--- src/rtl/counter_prog_if.sv ---
// counter_prog_if: control/status bundle for the programmable counter.
//   slave  modport: used by counter_prog (takes the *_i controls, drives the *_o status)
//   master modport: used by whatever drives the counter (bench or host block)
//   Controls : flag_cnt_i, dir_i, mode_i, end_val_i, load_i, load_val_i, clr_i
//   Status   : cnt_o, end_cnt_o, busy_o, done_o, wrap_cnt_o
interface counter_prog_if #(
  parameter int CNT_WIDTH  = 8,
  parameter int WRAP_WIDTH = 8
);
  logic                  flag_cnt_i;
  logic                  dir_i;
  logic                  mode_i;
  logic [CNT_WIDTH-1:0]  end_val_i;
  logic                  load_i;
  logic [CNT_WIDTH-1:0]  load_val_i;
  logic                  clr_i;
  logic [CNT_WIDTH-1:0]  cnt_o;
  logic                  end_cnt_o;
  logic                  busy_o;
  logic                  done_o;
  logic [WRAP_WIDTH-1:0] wrap_cnt_o;

  modport slave (
    input  flag_cnt_i, dir_i, mode_i, end_val_i, load_i, load_val_i, clr_i,
    output cnt_o, end_cnt_o, busy_o, done_o, wrap_cnt_o
  );

  modport master (
    output flag_cnt_i, dir_i, mode_i, end_val_i, load_i, load_val_i, clr_i,
    input  cnt_o, end_cnt_o, busy_o, done_o, wrap_cnt_o
  );
endinterface

--- src/rtl/counter_prog.sv ---
// counter_prog: programmable up/down counter with terminal value, auto-reload or
// one-shot mode, synchronous load/clear and a saturating terminal-event count.
//   clk : rising-edge clock
//   rst : synchronous active-high reset
//   bus : counter_prog_if.slave (controls in, count/status out; all outputs registered)
// Edge priority: rst > clr_i > load_i > counting.
module counter_prog #(
  parameter int CNT_WIDTH  = 8,
  parameter int WRAP_WIDTH = 8
) (
  input  logic           clk,
  input  logic           rst,
  counter_prog_if.slave  bus
);

  typedef enum logic [1:0] {IDLE = 2'd0, RUN = 2'd1, DONE = 2'd2} state_t;

  state_t                state_q, state_d;
  logic [CNT_WIDTH-1:0]  cnt_q, cnt_d;
  logic [WRAP_WIDTH-1:0] wrap_q, wrap_d;
  logic                  end_q, end_d;
  logic                  busy_q, done_q;
  logic                  term;

  always_ff @(posedge clk) begin
    if (rst) begin
      state_q <= IDLE;
      cnt_q   <= '0;
      wrap_q  <= '0;
      end_q   <= 1'b0;
      busy_q  <= 1'b0;
      done_q  <= 1'b0;
    end else begin
      state_q <= state_d;
      cnt_q   <= cnt_d;
      wrap_q  <= wrap_d;
      end_q   <= end_d;
      busy_q  <= (state_d == RUN);
      done_q  <= (state_d == DONE);
    end
  end

  always_comb begin
    state_d = state_q;
    cnt_d   = cnt_q;
    wrap_d  = wrap_q;
    term    = 1'b0;
    if (bus.clr_i) begin
      state_d = IDLE;
      cnt_d   = '0;
      wrap_d  = '0;
    end else if (bus.load_i) begin
      // load never advances nor compares on its own edge
      state_d = RUN;
      cnt_d   = bus.load_val_i;
    end else if (bus.flag_cnt_i && state_q != DONE) begin
      if (state_q == IDLE && bus.dir_i) begin
        // down count starts by fetching the start value, no compare yet
        state_d = RUN;
        cnt_d   = bus.end_val_i;
      end else begin
        state_d = RUN;
        // >= so a terminal value lowered below the count still terminates
        term = bus.dir_i ? (cnt_q == '0) : (cnt_q >= bus.end_val_i);
        if (!term)
          cnt_d = bus.dir_i ? cnt_q - CNT_WIDTH'(1) : cnt_q + CNT_WIDTH'(1);
        else if (!bus.mode_i)
          cnt_d = bus.dir_i ? bus.end_val_i : '0;
        else
          state_d = DONE;   // one-shot: count holds at terminal
      end
    end
    if (term && !(&wrap_q))
      wrap_d = wrap_q + WRAP_WIDTH'(1);
    end_d = term;
  end

  assign bus.cnt_o      = cnt_q;
  assign bus.end_cnt_o  = end_q;
  assign bus.busy_o     = busy_q;
  assign bus.done_o     = done_q;
  assign bus.wrap_cnt_o = wrap_q;

endmodule

--- src/flat_wrapper.sv ---
// flat-port wrapper written by rule: the top's interface ports become plain ports
module counter_prog_flat 
#(
  parameter int CNT_WIDTH  = 8,
  parameter int WRAP_WIDTH = 8
)
  (clk, rst, bus_flag_cnt_i, bus_dir_i, bus_mode_i, bus_end_val_i, bus_load_i, bus_load_val_i, bus_clr_i, bus_cnt_o, bus_end_cnt_o, bus_busy_o, bus_done_o, bus_wrap_cnt_o);
  counter_prog_if #(.CNT_WIDTH(CNT_WIDTH), .WRAP_WIDTH(WRAP_WIDTH)) bus_i ();
  input  logic clk;
  input  logic rst;
  input wire logic [$bits(bus_i.flag_cnt_i)-1:0] bus_flag_cnt_i;
  input wire logic [$bits(bus_i.dir_i)-1:0] bus_dir_i;
  input wire logic [$bits(bus_i.mode_i)-1:0] bus_mode_i;
  input wire logic [$bits(bus_i.end_val_i)-1:0] bus_end_val_i;
  input wire logic [$bits(bus_i.load_i)-1:0] bus_load_i;
  input wire logic [$bits(bus_i.load_val_i)-1:0] bus_load_val_i;
  input wire logic [$bits(bus_i.clr_i)-1:0] bus_clr_i;
  output wire logic [$bits(bus_i.cnt_o)-1:0] bus_cnt_o;
  output wire logic [$bits(bus_i.end_cnt_o)-1:0] bus_end_cnt_o;
  output wire logic [$bits(bus_i.busy_o)-1:0] bus_busy_o;
  output wire logic [$bits(bus_i.done_o)-1:0] bus_done_o;
  output wire logic [$bits(bus_i.wrap_cnt_o)-1:0] bus_wrap_cnt_o;
  assign bus_i.flag_cnt_i = bus_flag_cnt_i;
  assign bus_i.dir_i = bus_dir_i;
  assign bus_i.mode_i = bus_mode_i;
  assign bus_i.end_val_i = bus_end_val_i;
  assign bus_i.load_i = bus_load_i;
  assign bus_i.load_val_i = bus_load_val_i;
  assign bus_i.clr_i = bus_clr_i;
  assign bus_cnt_o = bus_i.cnt_o;
  assign bus_end_cnt_o = bus_i.end_cnt_o;
  assign bus_busy_o = bus_i.busy_o;
  assign bus_done_o = bus_i.done_o;
  assign bus_wrap_cnt_o = bus_i.wrap_cnt_o;
  counter_prog #(.CNT_WIDTH(CNT_WIDTH), .WRAP_WIDTH(WRAP_WIDTH)) u_core (.clk(clk), .rst(rst), .bus(bus_i));
endmodule
--- config.mk ---
export PLATFORM = sky130hd
export DESIGN_NAME = counter_prog_flat
export DESIGN_NICKNAME = d
export VERILOG_FILES = /design/src/rtl/counter_prog_if.sv /design/src/rtl/counter_prog.sv /design/src/flat_wrapper.sv
export SDC_FILE = /design/constraint.sdc
export NUM_CORES = 1
export LEC_CHECK = 0
export BUFFER_PORTS_ARGS = -buffer_cell sky130_fd_sc_hd__buf_2
export CAP_MARGIN = 20
export CORE_ASPECT_RATIO = 1.1
export CORE_UTILIZATION = 40
export DETAILED_ROUTE_END_ITERATION = 6
export GPL_TIMING_DRIVEN = 0
export PLACE_DENSITY = 0.64
export SYNTH_ARGS = -nofsm -noshare
export SYNTH_HDL_FRONTEND = slang
export SYNTH_SLANG_ARGS = --single-unit
--- constraint.sdc ---
create_clock -name clk -period 5.6 [get_ports clk]
set_clock_uncertainty 0.05 [all_clocks]
set_input_delay 0.84 -clock clk [delete_from_list [all_inputs] [get_ports clk]]
set_output_delay 0.84 -clock clk [all_outputs]
set_load 0.005 [all_outputs]
==> out/metrics.yaml <==
dr.pass1.iters: 4
tightestPinTransition_ps: 566
tritoncts: "yes"
outcome: "finished clean"
grt_setup_unrepaired: "no"
synth_area_um2: 1730
via_per_inst: 5.60
post-route-util_pct: 50.5
final_cell_mix: "buf_2 (42), dfxtp_1 (21), nor2_1 (18), o21ai_0 (17), ha_1 (15)"
first_iter_violations: 105
clk-insertion-delay-late_ps: 270
end_kind: "register"
cts_hold_buf: 0
num-nets-final: 292
r2r_start: "u_core.bus.cnt_o[0]"
power_density_nw_per_um2: 183
vdd.ir_drop.worst_v: 0.000102
postSynthCellCount: 207
vias: 1703
grt_usage_pct: 19.5
async_flop_share_pct: 0
drtAntennaViolNets: 0
reg2reg_depth: 9
drc_errors: 0
drt-total-wl_mm: 4.44
die_h_um: 70.9
die_x_um: 64.6
io-pin-count: 42
synth_cell_types: 60
cts_root_buf: "clkbuf_8"
antenna_found_initial: 0
syn_area_per_cell_um2: 8.34
holdWs_ps: 486
drive_gt1_share_pct: 28.6
path_clk_slew_ps: 90
finalHoldViolations: 0
n_antenna_cell: 0
ctsResizeCount: 0
ff2ff_setup_slack_ps: 3080
hold_path_class: "register to register"
grt_max_degree: 14
ys_seq_elements: 21
worstSetupStartpointType: "primary input"
r2r_end: "u_core.bus.cnt_o[7]"
crit_type: "primary input to register"
numPortBuffers: 41
routedWlPerCell_um: 14.6
ys_warn_count: 0
numCtsBuffers: 3
hpwl_mm: 3.40
grt_pass1_vias: 1491
syn-num-nets: 246
post_cts_buffers: 0
fmax_ghz: 0.365
htreeDepth: 1
final_common_cell: "buf_2"
fp.coreArea_um2: 4050
synth_edf_count: 0
arrival_ps: 2820
area_delta_synth_final_pct: 18.5
rows: 24
power_leakage_nw: 0.900
crit_required_ps: 5680
synthFlopType: "dfxtp_1"
crit_fanout: 9
finalCritPeriodShare_pct: 48.9
crit_path_end: "u_core.bus.cnt_o[7]"
grt_pass1_wl_mm: 7.00
yosysSeqAreaShare_pct: 24.3
clock_sinks: 21
maxCapViolations: 0
setup_viol: 0
cts_buffer_depth: 2
drv_slew: 0
start_util_pct: 42.6
crit_start: "bus_end_val_i[6]"
slew_headroom_pct: 62.3
die_area_um2: 4580
gr-total-overflow: 0
fin_crit_ps: 2740
gp_congestion: 0.829
tns_ps: 0
-- report_power, final --
part           leakage, nW  internal (mW)  switching [mW]
Clock               0.0217         0.0503          0.0556
Sequential           0.171          0.154         0.00788
Combinational        0.707         0.0463          0.0598
-- worst min-delay path by stage --
stage / from / to / cells after the start
finish: u_core.bus.wrap_cnt_o[0] / u_core.bus.wrap_cnt_o[0] / 2
global route: u_core.bus.wrap_cnt_o[0] / u_core.bus.wrap_cnt_o[0] / 2
CTS: u_core.bus.wrap_cnt_o[2] / u_core.bus.wrap_cnt_o[2] / 2
detailed placement: u_core.bus.wrap_cnt_o[2] / u_core.bus.wrap_cnt_o[2] / 2
global placement: u_core.bus.wrap_cnt_o[0] / u_core.bus.wrap_cnt_o[0] / 2
floorplan: u_core.bus.wrap_cnt_o[2] / u_core.bus.wrap_cnt_o[2] / 2
-- stage by stage --
stage	total power, mW	setup WS [ps]	cells	area, µm²
floorplan	0.237	2880	207	1730
global route	0.395	2740	304	2050
CTS	0.378	2870	304	2050
global placement	0.270	2600	300	2000
detailed placement	0.271	2570	300	2000
finish	0.374	2860	304	2050
-- registers in the layout (all words and copies together) (netlist names) --
signal,count
u_core.bus.done_o,1
u_core.bus.busy_o,1
u_core.bus.cnt_o,8
u_core.bus.end_cnt_o,1
u_core.bus.wrap_cnt_o,8
u_core.state_q,2
-- cell type report --
type	instances	area (µm²)
timing repair buffer	41	205
multi-input combinational	166	1210
sequential	21	420
inverter	13	48.8
buffer	7	42.5
tap	52	65.1
clock buffer	3	41.3
fill	423	2010
clock inverter	1	7.51
-- cell families after synthesis --
family | after synthesis | share of synthesized area [%]
buffers and inverters | 20 | 5.29
AO/OA/AOI/OAI | 71 | 31.6
XOR/XNOR | 3 | 1.52
flip-flops | 21 | 24.3
AND/OR/NAND/NOR | 75 | 24.6
multiplexers | 1 | 0.652
adder cells (fa/ha/maj) | 16 | 12.0
-- synth_stat cells, drive strengths merged (5+ instances only) --
master / count / area, µm²
a2111oi: 6 / 65.1
a211oi: 7 / 57.6
a21oi: 10 / 53.8
and3: 5 / 32.5
dfxtp: 21 / 420
ha: 15 / 188
inv: 13 / 48.8
nand2: 13 / 51.3
nand2b: 7 / 43.8
nor2: 19 / 73.8
nor2b: 6 / 40.0
nor3: 7 / 35.0
o21ai: 21 / 124
-- layer usage --
metal | share of wire (%) | GRT usage, %
met2 | 47 | 33.2
met5 | 0 | 0
met1 | 48 | 25.6
met3 | 3.0 | 2.58
met4 | 1.6 | 5.19
-- worst max-delay path: stages --
cell,delay (ps)
buf_2,90
inv_1,40
ha_1,300
a21o_1,190
a211oi_2,270
o21a_2,200
nand2_2,120
a31o_4,310
a2111oi_1,370
a2111oi_1,90
Power figures use the tool's default switching activity.
